==> src/rtl/serial_adder_n_if.sv <==
// Operand/result bundle for serial_adder_n: Start/Busy/Done handshake plus data.
interface serial_adder_n_if #(
    parameter int WIDTH = 8
);
    logic             Start;
    logic             Sub;
    logic             Cin;
    logic [WIDTH-1:0] A;
    logic [WIDTH-1:0] B;
    logic             Busy;
    logic             Done;
    logic [WIDTH-1:0] Sum;
    logic             Cout;
    logic             Ovf;

    modport master (
        output Start, Sub, Cin, A, B,
        input  Busy, Done, Sum, Cout, Ovf
    );

    modport slave (
        input  Start, Sub, Cin, A, B,
        output Busy, Done, Sum, Cout, Ovf
    );
endinterface

==> src/rtl/serial_adder_n.sv <==
// Digit-serial adder/subtractor: DIGIT bits per clock through one slice and a
// registered carry. WIDTH >= 2 and DIGIT must divide WIDTH.
module serial_adder_n #(
    parameter int WIDTH = 8,
    parameter int DIGIT = 1
) (
    input  logic             clk,
    input  logic             rst_n,
    serial_adder_n_if.slave  bus
);
    localparam int STEPS = WIDTH / DIGIT;
    localparam int CNT_W = (STEPS > 1) ? $clog2(STEPS) : 1;

    typedef enum logic [1:0] {IDLE, RUN, DONE} state_t;

    state_t           r_state, w_next;
    logic [WIDTH-1:0] r_a, r_b, r_res, r_sum;
    logic             r_carry, r_cout, r_ovf;
    logic [CNT_W-1:0] r_cnt;

    logic [DIGIT:0]   w_slice;
    logic [WIDTH-1:0] w_res_nxt;
    logic             w_last, w_accept, w_c_msb;

    assign w_slice   = {1'b0, r_a[DIGIT-1:0]} + {1'b0, r_b[DIGIT-1:0]} + {{DIGIT{1'b0}}, r_carry};
    assign w_res_nxt = (r_res >> DIGIT) | (WIDTH'(w_slice[DIGIT-1:0]) << (WIDTH - DIGIT));
    assign w_last    = (r_cnt == CNT_W'(STEPS - 1));
    // Carry into the slice MSB recovered from its sum bit and the two operand bits.
    assign w_c_msb   = w_slice[DIGIT-1] ^ r_a[DIGIT-1] ^ r_b[DIGIT-1];
    assign w_accept  = (r_state != RUN) && bus.Start;

    always_comb begin
        w_next = r_state;
        case (r_state)
            IDLE:    if (bus.Start) w_next = RUN;
            RUN:     if (w_last) w_next = DONE;
            DONE:    w_next = bus.Start ? RUN : IDLE;
            default: w_next = IDLE;
        endcase
    end

    always_ff @(posedge clk) begin
        if (!rst_n) r_state <= IDLE;
        else        r_state <= w_next;
    end

    always_ff @(posedge clk) begin
        if (!rst_n) begin
            r_a     <= '0;
            r_b     <= '0;
            r_res   <= '0;
            r_sum   <= '0;
            r_carry <= 1'b0;
            r_cout  <= 1'b0;
            r_ovf   <= 1'b0;
            r_cnt   <= '0;
        end else if (w_accept) begin
            // Subtract is A + ~B + 1; Cin is ignored in that mode.
            r_a     <= bus.A;
            r_b     <= bus.Sub ? ~bus.B : bus.B;
            r_carry <= bus.Sub ? 1'b1 : bus.Cin;
            r_cnt   <= '0;
        end else if (r_state == RUN) begin
            r_res   <= w_res_nxt;
            r_a     <= r_a >> DIGIT;
            r_b     <= r_b >> DIGIT;
            r_carry <= w_slice[DIGIT];
            r_cnt   <= r_cnt + 1'b1;
            if (w_last) begin
                r_sum  <= w_res_nxt;
                r_cout <= w_slice[DIGIT];
                r_ovf  <= w_c_msb ^ w_slice[DIGIT];
            end
        end
    end

    assign bus.Busy = (r_state == RUN);
    assign bus.Done = (r_state == DONE);
    assign bus.Sum  = r_sum;
    assign bus.Cout = r_cout;
    assign bus.Ovf  = r_ovf;
endmodule
==> src/flat_wrapper.sv <==
// flat-port wrapper written by rule: the top's interface ports become plain ports
module serial_adder_n_flat 
#(
    parameter int WIDTH = 8,
    parameter int DIGIT = 1
)
  (clk, rst_n, bus_Start, bus_Sub, bus_Cin, bus_A, bus_B, bus_Busy, bus_Done, bus_Sum, bus_Cout, bus_Ovf);
  serial_adder_n_if #(.WIDTH(WIDTH)) bus_i ();
  input  logic clk;
  input  logic rst_n;
  input wire logic [$bits(bus_i.Start)-1:0] bus_Start;
  input wire logic [$bits(bus_i.Sub)-1:0] bus_Sub;
  input wire logic [$bits(bus_i.Cin)-1:0] bus_Cin;
  input wire logic [$bits(bus_i.A)-1:0] bus_A;
  input wire logic [$bits(bus_i.B)-1:0] bus_B;
  output wire logic [$bits(bus_i.Busy)-1:0] bus_Busy;
  output wire logic [$bits(bus_i.Done)-1:0] bus_Done;
  output wire logic [$bits(bus_i.Sum)-1:0] bus_Sum;
  output wire logic [$bits(bus_i.Cout)-1:0] bus_Cout;
  output wire logic [$bits(bus_i.Ovf)-1:0] bus_Ovf;
  assign bus_i.Start = bus_Start;
  assign bus_i.Sub = bus_Sub;
  assign bus_i.Cin = bus_Cin;
  assign bus_i.A = bus_A;
  assign bus_i.B = bus_B;
  assign bus_Busy = bus_i.Busy;
  assign bus_Done = bus_i.Done;
  assign bus_Sum = bus_i.Sum;
  assign bus_Cout = bus_i.Cout;
  assign bus_Ovf = bus_i.Ovf;
  serial_adder_n #(.WIDTH(WIDTH), .DIGIT(DIGIT)) u_core (.clk(clk), .rst_n(rst_n), .bus(bus_i));
endmodule
==> config.mk <==
export PLATFORM = sky130hd
export DESIGN_NAME = serial_adder_n_flat
export DESIGN_NICKNAME = d
export VERILOG_FILES = /design/src/rtl/serial_adder_n_if.sv /design/src/rtl/serial_adder_n.sv /design/src/flat_wrapper.sv
export SDC_FILE = /design/constraint.sdc
export NUM_CORES = 1
export LEC_CHECK = 0
export ABC_AREA = 0
export BUFFER_PORTS_ARGS = -buffer_cell sky130_fd_sc_hd__buf_2
export CAP_MARGIN = 20
export CORE_UTILIZATION = 54
export DETAILED_ROUTE_END_ITERATION = 10
export PLACE_DENSITY = 0.83
export SKIP_LAST_GASP = 1
export SLEW_MARGIN = 5
export SYNTH_ARGS = -nofsm -noshare
export SYNTH_HDL_FRONTEND = slang
export SYNTH_SLANG_ARGS = --single-unit
==> constraint.sdc <==
create_clock -name clk -period 1.9 [get_ports clk]
set_clock_uncertainty 0.05 [all_clocks]
set_input_delay 0.475 -clock clk [delete_from_list [all_inputs] [get_ports clk]]
set_output_delay 0.475 -clock clk [all_outputs]
set_load 0.02 [all_outputs]
==> results.rst, run 1 <==
.. list-table::
   :header-rows: 1

   * - Metric
     - Value
   * - Routed Antenna Nets
     - 0
   * - Worst rel slew slack
     - 0.6462
   * - Maximum count of clock buffers along a single path
     - 2
   * - Number of enable-type register cells in the synthesized netlist
     - 0
   * - Final worst-path cycle share
     - 0.9196
   * - Count of unresolved DRC violations after routing
     - 0
   * - Flip-flop and latch count after synthesis
     - 39
   * - Cell area after layout
     - 2033 um^2
   * - Hold EP
     - u_core.r_a[7]$_SDFFE_PN0P_
   * - IR drop worst, VDD
     - 0.0005487 V
   * - Aggregate global routing overflow
     - 0
   * - Total setup violations reported at the end of the flow
     - 0
   * - Number of levels in the clock H-tree
     - 2
   * - Post-placement setup slack
     - 0.4322 ns
   * - Area delta synth->final
     - 13.16%
   * - Routability-driven placement congestion ratio
     - 0.7297
   * - Classification of the worst-slack hold path
     - in -> reg
   * - Number of top-level pins
     - 33
   * - Upper clock frequency limit
     - 0.5724 GHz
   * - Count of input and output buffers
     - 32
   * - Die Area
     - 3562 um^2
   * - Number of nets in the layout
     - 248
   * - Netlist area before placement
     - 1797 um^2
   * - Total Neg Setup Slack
     - 0 ns
   * - Capturing element type of the critical path
     - output pin
   * - Initial drt markers
     - 32
   * - Synthesized net count
     - 216
   * - Initial standard-cell utilization of the core
     - 0.5790
   * - First-pass GRT wire length
     - 4968 um
   * - Row count
     - 20
   * - Minimum period implied by the final worst setup slack
     - 1.747 ns
   * - Count of maximum capacitance violations
     - 0
   * - Req. time, crit path
     - 1.37 ns
   * - Cell count after synthesis
     - 192
   * - Proportion of synthesized chip area in sequential cells
     - 0.4345
   * - Total number of yosys warnings
     - 0
   * - Crit path max-delay cell type
     - sky130_fd_sc_hd__dfxtp_1
   * - GRT Overall Usage
     - 0.1915
   * - Standard cell area after detailed placement
     - 1947 um^2
   * - Reg2reg path depth
     - 5
   * - Comb pwr share
     - 0.124
   * - RSZ-0062 raised after global routing
     - false
   * - FF-to-FF Start
     - u_core.r_cnt[0]$_SDFFE_PP0N_
   * - Cell family with most CP delay
     - flip-flops
   * - Via count of the first global-routing pass
     - 1154
   * - Ordered list of cells on the worst path
     - nand2b_1 > inv_8 > buf_2
   * - CP Max Fanout
     - 5
   * - Clock root cell
     - sky130_fd_sc_hd__clkbuf_4
   * - Smallest setup slack after layout
     - 0.1528 ns
   * - Vert. Die Dim
     - 59.68 um
   * - # clock sinks
     - 39
   * - Setup Fix Bufs, Post-CTS
     - 0
   * - End of the worst register-to-register path
     - u_core.bus.Ovf$_SDFFE_PN0P_
   * - Status
     - completed
   * - Clock share of power
     - 0.343
   * - Horiz. Die Dim
     - 59.68 um
   * - Startpoint types
     - register
   * - Count of final hold-check violations
     - 0
   * - Commonest cells post-synth
     - 51 x sky130_fd_sc_hd__nand2_1, 39 x sky130_fd_sc_hd__dfxtp_1, 9 x sky130_fd_sc_hd__a21boi_1, 9 x sky130_fd_sc_hd__nand3_1
   * - Share of Yosys cell area claimed by the top area cell type
     - 0.4345
   * - Data arrival time of the worst path
     - 1.22 ns
   * - Switching share of total power
     - 0.2344
   * - Fill cells
     - 277
   * - Cell-internal power
     - 1.268 mW
   * - Maximum number of pins on one net before global-route repair
     - 36
   * - Critical Setup Path Class
     - reg -> out
   * - Leading post-synthesis cells by cell area
     - sky130_fd_sc_hd__dfxtp_1 43%, sky130_fd_sc_hd__nand2_1 11%, sky130_fd_sc_hd__mux2i_1 4.5%
   * - Sum of net half-perimeters after detailed placement
     - 2139 um
   * - Initial antenna violation count
     - 0
   * - Static Leak
     - 0.9670 nW
   * - 1st-pass router iterations
     - 4
   * - Wirelength per Cell
     - 11.07 um
   * - Count of inserted antenna diode cells
     - 0
   * - Core region area
     - 3103 um^2
   * - Share of post-route cells with drive strength above 1
     - 0.2667
   * - Final Routed Wirelength
     - 2978 um
   * - Post-CTS Resized
     - 0
   * - Distinct cells, synth
     - 33
   * - Clock slew at the register clock pins of the worst setup and hold paths
     - 0.11 ns
   * - Transition at the pin with the smallest max-transition slack
     - 0.5308 ns
   * - Register-to-Register Setup Slack
     - 0.41 ns
   * - Clock latency of the later-clocked register in the worst-skew pair
     - 0.35 ns
   * - Number of buffers added to fix hold violations after cts
     - 0
   * - Crit-path max cell delay
     - 0.41 ns
   * - Share of async-settable or async-resettable flops after synthesis
     - 0
   * - Synth Area per Inst
     - 9.358 um^2
   * - TritonCTS clock tree
     - built
   * - Hold depth
     - 3
   * - HP Start
     - bus_A[7]
   * - Leading cell type by number of instances after synthesis
     - sky130_fd_sc_hd__nand2_1
   * - Net switching power
     - 0.3880 mW
   * - Number of buffers created by CTS
     - 5
   * - Post-synthesis cell type with the largest combined area
     - sky130_fd_sc_hd__dfxtp_1
   * - Final Max Tran Viols
     - 0
   * - Relative contribution of sequential cells to total power
     - 0.532
   * - Top FF cell, synth
     - sky130_fd_sc_hd__dfxtp_1
   * - Vias post-DR
     - 1365
   * - Via density per instance
     - 5.074
   * - Buffer and inverter count on the worst path
     - 2
   * - P per Cell Area
     - 814.4 nW/um^2
## power by group through the flow
stage               Clock (mW)  Sequential (mW)  Combinational, mW
floorplan                    0            0.893              0.175
global placement             0            0.899              0.204
detailed placement           0            0.900              0.207
CTS                      0.581            0.881              0.208
global route             0.629            0.887              0.230
finish                   0.568            0.882              0.206
## logic make-up (layout without fill, tap and decap cells)
group / count (synthesis) / in the layout / synth area share
flops: 39 / 39 / 0.4345
xor+xnor: 9 / 9 / 0.04387
simple gates: 78 / 78 / 0.1922
compound gates: 38 / 38 / 0.1818
mux: 8 / 8 / 0.04457
buf+inv: 17 / 50 / 0.07798
fa+ha+maj: 3 / 3 / 0.02507
## registers in the layout, summed over array words and instances, names as in the netlist
signal           count
u_core.r_a           8
u_core.bus.Ovf       1
u_core.r_b           8
u_core.r_carry       1
u_core.r_state       2
u_core.bus.Sum       8
u_core.bus.Cout      1
u_core.r_res         7
u_core.r_cnt         3
## cells in the final DEF (no fill, tap or decap)
cell                        count
sky130_fd_sc_hd__a21boi_1       9
sky130_fd_sc_hd__nand2_1       51
sky130_fd_sc_hd__inv_8          1
sky130_fd_sc_hd__bufinv_16      1
sky130_fd_sc_hd__nand2b_1       1
sky130_fd_sc_hd__or2_2          8
sky130_fd_sc_hd__o22ai_1        1
sky130_fd_sc_hd__ha_1           2
sky130_fd_sc_hd__fa_1           1
sky130_fd_sc_hd__inv_1          1
sky130_fd_sc_hd__and2_1         2
sky130_fd_sc_hd__o2111ai_1      7
sky130_fd_sc_hd__a21boi_0       8
sky130_fd_sc_hd__a211oi_2       1
sky130_fd_sc_hd__o21a_1         1
sky130_fd_sc_hd__clkbuf_4       5
sky130_fd_sc_hd__nor2_1         3
sky130_fd_sc_hd__clkbuf_8       1
sky130_fd_sc_hd__nor2b_1        1
sky130_fd_sc_hd__o311ai_0       1
sky130_fd_sc_hd__xor2_1         7
sky130_fd_sc_hd__a21boi_2       2
sky130_fd_sc_hd__nand3b_1       1
sky130_fd_sc_hd__dfxtp_1       39
sky130_fd_sc_hd__and3b_1        1
sky130_fd_sc_hd__xnor2_1        2
sky130_fd_sc_hd__and3_1         1
sky130_fd_sc_hd__nand3_1        9
sky130_fd_sc_hd__o211a_1        8
sky130_fd_sc_hd__buf_2         32
sky130_fd_sc_hd__mux2i_1        8
sky130_fd_sc_hd__clkinv_2       1
sky130_fd_sc_hd__buf_4          8
## worst reg2reg max path, stage by stage (launching register included)
cell and delay [ns]:
sky130_fd_sc_hd__dfxtp_1 0.37, sky130_fd_sc_hd__ha_1 0.16, sky130_fd_sc_hd__ha_1 0.17, sky130_fd_sc_hd__and3b_1 0.40, sky130_fd_sc_hd__nand2_1 0.10, sky130_fd_sc_hd__o211a_1 0.14
## per-layer routing
metal,vias to the layer above,GRT usage,part of all wire
met5,-,0,0
met4,0,0.06977,0.015
met3,5,0.08442,0.044
met2,25,0.2810,0.45
met1,622,0.2486,0.49
li1,713,-,-
## per-stage QoR
step	hold WS, ns	util	power (mW)	std cells
after floorplan	0.3794	-	1.068	192
after global placement	0.3853	0.6274	1.103	261
after detailed placement	0.3942	0.6274	1.107	261
after CTS	0.3107	0.6552	1.670	269
after global routing	0.3112	0.6552	1.746	269
final	0.3208	0.6552	1.656	269
## worst max-delay path by stage
stage / start / endpoint / slack [ns] / cells after the start
after floorplan: u_core.r_cnt[0]$_SDFFE_PP0N_ / u_core.bus.Ovf$_SDFFE_PN0P_ / 0.53 / 5
after global placement: rst_n / u_core.bus.Sum[3]$_SDFFE_PN0P_ / 0.45 / 3
after detailed placement: bus_Start / u_core.r_a[5]$_SDFFE_PN0P_ / 0.43 / 5
after CTS: u_core.r_state[1]$_SDFFE_PN0P_ / bus_Busy / 0.13 / 3
after global routing: u_core.r_state[0]$_SDFFE_PN0P_ / bus_Busy / 0.06 / 3
final: u_core.r_state[0]$_SDFFE_PN0P_ / bus_Busy / 0.15 / 3
## area by class of cell
cell class,instances,area [um^2],area share
clock buffers,6,51.30,0.02523
well taps,44,55.05,0.02708
flip-flops and latches,39,780.7,0.3840
clock inverters,2,35.03,0.01723
repair buffers,40,220.2,0.1083
inverters,2,15.01,0.007385
multi-input cells,136,875.8,0.4308
Power figures use the tool's default switching activity.
==> run 2, diff against run 1 <==
Settings changed: CTS_BUF_LIST set to sky130_fd_sc_hd__clkbuf_16.
==> run 2 against run 1 <==
Global-route usage up 0.73 points. Non-clock buffer count unchanged. Sequential power barely moved. Power grew 21%.
==> results.rst, run 2 (same netlist as run 1, synthesis figures left out) <==
.. list-table::
   :header-rows: 1

   * - Metric
     - Value
   * - Transition at the pin with the smallest max-transition slack
     - 0.5311 ns
   * - Count of maximum capacitance violations
     - 0
   * - Via count of the first global-routing pass
     - 1188
   * - Initial standard-cell utilization of the core
     - 0.5790
   * - PnR Total Power
     - 2.005 mW
   * - Detailed-routed wire length on met3
     - 105 um
   * - Final Routed Wirelength
     - 3115 um
   * - Initial drt markers
     - 47
   * - Total setup violations reported at the end of the flow
     - 0
   * - Clock slew at the register clock pins of the worst setup and hold paths
     - 0.05 ns
   * - Clock root cell
     - sky130_fd_sc_hd__clkbuf_16
   * - Vias post-DR
     - 1367
   * - Ordered list of cells on the worst path
     - nand2b_1 > inv_8 > buf_2
   * - Setup Fix Bufs, Post-CTS
     - 0
   * - Relative contribution of sequential cells to total power
     - 0.441
   * - Switching share of total power
     - 0.2173
   * - Maximum count of clock buffers along a single path
     - 2
   * - Final worst-path cycle share
     - 0.8925
   * - Via density per instance
     - 5.082
   * - Routed Antenna Nets
     - 0
   * - Count of unresolved DRC violations after routing
     - 0
   * - Buffer and inverter count on the worst path
     - 2
   * - Initial antenna violation count
     - 0
   * - Number of buffers added to fix hold violations after cts
     - 0
   * - Vert. Die Dim
     - 59.68 um
   * - Maximum number of pins on one net before global-route repair
     - 36
   * - Area delta synth->final
     - 17.48%
   * - Reg area
     - 780.7 um^2
   * - Upper clock frequency limit
     - 0.5897 GHz
   * - Layout Utilization
     - 0.6802
   * - Static Leak
     - 1.000 nW
   * - Fill cells
     - 267
   * - Routability-driven placement congestion ratio
     - 0.7297
   * - Minimum period implied by the final worst setup slack
     - 1.696 ns
   * - TritonCTS clock tree
     - built
   * - Startpoint types
     - register
   * - Aggregate global routing overflow
     - 0
   * - Die Area
     - 3562 um^2
   * - Critical Setup Path Class
     - reg -> out
   * - Worst rel slew slack
     - 0.6460
   * - GRT Overall Usage
     - 0.1988
   * - Number of nets in the layout
     - 248
   * - RSZ-0062 raised after global routing
     - false
   * - Share of post-route cells with drive strength above 1
     - 0.2622
   * - Cell Count, Final, Fillers Out
     - 269
   * - Net switching power
     - 0.4356 mW
   * - Post-CTS Resized
     - 0
   * - First-pass GRT wire length
     - 5140 um
   * - Max Used Layer
     - met4
   * - Cell area after layout
     - 2111 um^2
   * - Horiz. Die Dim
     - 59.68 um
   * - Crit-path max cell delay
     - 0.40 ns
   * - Clock share of power
     - 0.456
   * - Detailed-routed wire length on met2
     - 1427 um
   * - Core region area
     - 3103 um^2
   * - Count of final hold-check violations
     - 0
   * - Comb pwr share
     - 0.103
   * - Data arrival time of the worst path
     - 1.17 ns
   * - Row count
     - 20
   * - Wirelength per Cell
     - 11.58 um
   * - Count of input and output buffers
     - 32
   * - 1st-pass router iterations
     - 4
   * - Classification of the worst-slack hold path
     - in -> reg
   * - Wire length on met1
     - 1544 um
   * - Standard cell area after detailed placement
     - 1947 um^2
   * - Sum of net half-perimeters after detailed placement
     - 2139 um
   * - Capturing element type of the critical path
     - output pin
   * - Clock latency of the later-clocked register in the worst-skew pair
     - 0.28 ns
   * - IR drop worst, VDD
     - 0.0006748 V
   * - # clock sinks
     - 39
   * - Top library cells by usage in the layout, fill and taps aside
     - 51 x sky130_fd_sc_hd__nand2_1, 39 x sky130_fd_sc_hd__dfxtp_1, 32 x sky130_fd_sc_hd__buf_2, 9 x sky130_fd_sc_hd__nand3_1, 9 x sky130_fd_sc_hd__a21boi_1
   * - Number of top-level pins
     - 33
   * - CP Max Fanout
     - 5
   * - Number of levels in the clock H-tree
     - 2
   * - Status
     - completed
   * - Total Neg Setup Slack
     - 0 ns
   * - Number of buffers created by CTS
     - 5
   * - Crit path max-delay cell type
     - sky130_fd_sc_hd__dfxtp_1
   * - Cell-internal power
     - 1.569 mW
   * - Post-placement cell count
     - 261
   * - Cell family with most CP delay
     - flip-flops
   * - P per Cell Area
     - 949.9 nW/um^2
   * - Commonest non-fill, non-tap cell in the layout
     - sky130_fd_sc_hd__nand2_1
   * - Multi-input combinational cell area
     - 875.8 um^2
   * - Final Max Tran Viols
     - 0
   * - Req. time, crit path
     - 1.37 ns
   * - Count of inserted antenna diode cells
     - 0
==> run 2: path summary, 6_finish.rpt <==
| path | from | to | slack (ns) | cells after the start |
|---|---|---|---|---|
| worst max-delay path | u_core.r_state[0]$_SDFFE_PN0P_ | bus_Busy | 0.20 | 3 |
| worst min-delay path | bus_A[7] | u_core.r_a[7]$_SDFFE_PN0P_ | 0.40 | 3 |
| worst max register to register | u_core.r_cnt[0]$_SDFFE_PP0N_ | u_core.bus.Ovf$_SDFFE_PN0P_ | 0.41 | 5 |
| worst min register to register | u_core.bus.Sum[7]$_SDFFE_PN0P_ | u_core.bus.Sum[7]$_SDFFE_PN0P_ | 0.40 | 2 |
==> run 2: power by group through the flow <==
| stage | Clock, mW | Combinational, mW | Sequential (mW) |
|---|---|---|---|
| floorplan | 0 | 0.175 | 0.893 |
| global placement | 0 | 0.204 | 0.899 |
| detailed placement | 0 | 0.207 | 0.900 |
| CTS | 0.930 | 0.209 | 0.883 |
| global route | 0.981 | 0.231 | 0.887 |
| finish | 0.914 | 0.207 | 0.883 |
==> run 2: metrics by stage <==
step                      worst slack, ns  hold WS (ns)
after floorplan                    0.5318        0.3794
after global placement             0.4529        0.3853
after detailed placement           0.4322        0.3942
after CTS                          0.2072        0.3893
after global routing               0.1481        0.4061
final                              0.2042        0.3978
==> run 2: final cells by class <==
class                      instances  area share
timing repair buffer              40      0.1043
sequential                        39      0.3699
tap                               44     0.02608
inverter                           2    0.007113
multi-input combinational        136      0.4149
clock inverter                     3     0.01838
clock buffer                       5     0.05928
==> run 2: layer usage <==
layer,global-route usage,vias to the layer above
li1,-,718
met4,0.06977,0
met5,0,-
met1,0.2500,620
met3,0.08442,5
met2,0.3048,24
==> run 2: worst reg2reg max path, cell delays in order (launching register included) <==
cell and delay, ns:
sky130_fd_sc_hd__dfxtp_1 0.35, sky130_fd_sc_hd__ha_1 0.16, sky130_fd_sc_hd__ha_1 0.18, sky130_fd_sc_hd__and3b_1 0.40
sky130_fd_sc_hd__nand2_1 0.10, sky130_fd_sc_hd__o211a_1 0.14
==> run 3, diff against run 2 <==
Settings changed: CORE_UTILIZATION 54 to 50, PLACE_DENSITY 0.83 to 0.78.
==> run 3 against run 2 <==
Sequential power hardly changed. Worst hold slack worse by 0.0019 ns. Cell count is 0.37% lower. Critical path type unchanged. Largest power group is now registers.
==> results.rst, run 3 (same netlist as run 1, synthesis figures left out) <==
.. list-table::
   :header-rows: 1

   * - Metric
     - Value
   * - Aggregate global routing overflow
     - 0
   * - Total setup violations reported at the end of the flow
     - 0
   * - Routed Antenna Nets
     - 0
   * - Capturing element type of the critical path
     - output pin
   * - Clock root cell
     - sky130_fd_sc_hd__clkbuf_16
   * - Number of nets in the layout
     - 245
   * - Number of buffers created by CTS
     - 5
   * - Upper clock frequency limit
     - 0.5839 GHz
   * - Worst rel slew slack
     - 0.7466
   * - Final worst-path cycle share
     - 0.9014
   * - Req. time, crit path
     - 1.37 ns
   * - Total Neg Setup Slack
     - 0 ns
   * - RSZ-0062 raised after global routing
     - false
   * - Relative contribution of sequential cells to total power
     - 0.474
   * - Commonest non-fill, non-tap cell in the layout
     - sky130_fd_sc_hd__nand2_1
   * - Number of top-level pins
     - 33
   * - Comb pwr share
     - 0.107
   * - Vias post-DR
     - 1373
   * - GRT Overall Usage
     - 0.1850
   * - Count of unresolved DRC violations after routing
     - 0
   * - Data arrival time of the worst path
     - 1.19 ns
   * - Cell-internal power
     - 1.426 mW
   * - Die Area
     - 3837 um^2
   * - Sum of net half-perimeters after detailed placement
     - 2102 um
   * - Top library cells by usage in the layout, fill and taps aside
     - 51 x sky130_fd_sc_hd__nand2_1, 39 x sky130_fd_sc_hd__dfxtp_1, 32 x sky130_fd_sc_hd__buf_2, 9 x sky130_fd_sc_hd__nand3_1, 9 x sky130_fd_sc_hd__a21boi_1
   * - Number of levels in the clock H-tree
     - 2
   * - IR drop worst, VDD
     - 0.0004100 V
   * - Startpoint types
     - register
   * - Horiz. Die Dim
     - 61.95 um
   * - Net switching power
     - 0.4346 mW
   * - Via density per instance
     - 5.123
   * - Area delta synth->final
     - 14.90%
   * - Count of inserted antenna diode cells
     - 0
   * - P per Cell Area
     - 901.2 nW/um^2
   * - Initial antenna violation count
     - 0
   * - 1st-pass router iterations
     - 4
   * - Row count
     - 21
   * - Status
     - completed
   * - Initial standard-cell utilization of the core
     - 0.5301
   * - Share of post-route cells with drive strength above 1
     - 0.2477
   * - Critical Setup Path Class
     - reg -> out
   * - Static Leak
     - 0.9808 nW
   * - Wirelength per Cell
     - 11.71 um
   * - First-pass GRT wire length
     - 5119 um
   * - Vert. Die Dim
     - 61.95 um
   * - Minimum period implied by the final worst setup slack
     - 1.713 ns
   * - Maximum number of pins on one net before global-route repair
     - 36
   * - Count of final hold-check violations
     - 0
   * - Core region area
     - 3390 um^2
   * - Final Routed Wirelength
     - 3138 um
   * - Setup Fix Bufs, Post-CTS
     - 0
   * - Switching share of total power
     - 0.2336
   * - Count of input and output buffers
     - 32
   * - TritonCTS clock tree
     - built
   * - Clock latency of the later-clocked register in the worst-skew pair
     - 0.28 ns
   * - Number of buffers added to fix hold violations after cts
     - 0
   * - Clock slew at the register clock pins of the worst setup and hold paths
     - 0.05 ns
   * - Maximum count of clock buffers along a single path
     - 2
   * - Via count of the first global-routing pass
     - 1147
   * - Layout Utilization
     - 0.6091
   * - Worst hold margin
     - 0.3959 ns
   * - CP Max Fanout
     - 18
   * - Classification of the worst-slack hold path
     - reg -> reg
   * - Clock share of power
     - 0.418
   * - Post-CTS Resized
     - 0
   * - Routability-driven placement congestion ratio
     - 0.7694
   * - Count of maximum capacitance violations
     - 0
   * - # clock sinks
     - 39
   * - Final Max Tran Viols
     - 0
   * - Transition at the pin with the smallest max-transition slack
     - 0.3801 ns
   * - Initial drt markers
     - 69
## run 3: changes by cell type in the layout (fill, tap and decap cells not counted)
cell,before,now
sky130_fd_sc_hd__clkinv_1,1,0
sky130_fd_sc_hd__buf_4,8,5
sky130_fd_sc_hd__inv_1,1,3
sky130_fd_sc_hd__bufinv_16,1,0
## run 3: cell type report
type	count	area, um^2
timing repair buffer	37	197.7
multi-input combinational	136	875.8
clock inverter	3	12.51
sequential	39	780.7
clock buffer	5	125.1
inverter	2	15.01
tap	46	57.56
fill	286	1325
## run 3: metrics by stage
stage          power (mW)  std cells  instance area (um^2)  setup slack (ns)
4_1_cts             1.881        268                  2064            0.1787
3_5_place_dp        1.100        260                  1927            0.4475
5_1_grt             1.950        268                  2064           0.09630
2_1_floorplan       1.068        192                  1797            0.5318
3_3_place_gp        1.097        260                  1927            0.4457
6_report            1.860        268                  2064            0.1873
## run 3: path summary, 6_finish.rpt
path | startpoint | slack (ns) | endpoint | cells after the start
worst min-delay path | u_core.bus.Sum[5]$_SDFFE_PN0P_ | 0.40 | u_core.bus.Sum[5]$_SDFFE_PN0P_ | 2
worst min register to register | u_core.bus.Sum[5]$_SDFFE_PN0P_ | 0.40 | u_core.bus.Sum[5]$_SDFFE_PN0P_ | 2
worst max register to register | u_core.r_cnt[0]$_SDFFE_PP0N_ | 0.44 | u_core.bus.Ovf$_SDFFE_PN0P_ | 5
worst max-delay path | u_core.r_state[0]$_SDFFE_PN0P_ | 0.19 | bus_Busy | 3
## run 3: power by group through the flow
stage	logic [mW]	registers, mW	clock network, mW
2_1_floorplan	0.175	0.893	0
3_3_place_gp	0.198	0.899	0
3_5_place_dp	0.200	0.900	0
4_1_cts	0.202	0.883	0.797
5_1_grt	0.224	0.888	0.837
6_report	0.200	0.883	0.778
## run 3: critical path, stage by stage, from the launching register on
cell and delay [ns]:
sky130_fd_sc_hd__dfxtp_1 0.40, sky130_fd_sc_hd__nand2b_1 0.18, sky130_fd_sc_hd__inv_8 0.16, sky130_fd_sc_hd__buf_2 0.18
## run 3: metal layers
metal | up-vias | track usage | wire length (um)
li1 | 709 | - | -
met4 | 0 | 0.09206 | 55
met2 | 22 | 0.2614 | 1469
met5 | - | 0 | 0
met1 | 636 | 0.2455 | 1503
met3 | 6 | 0.07039 | 108
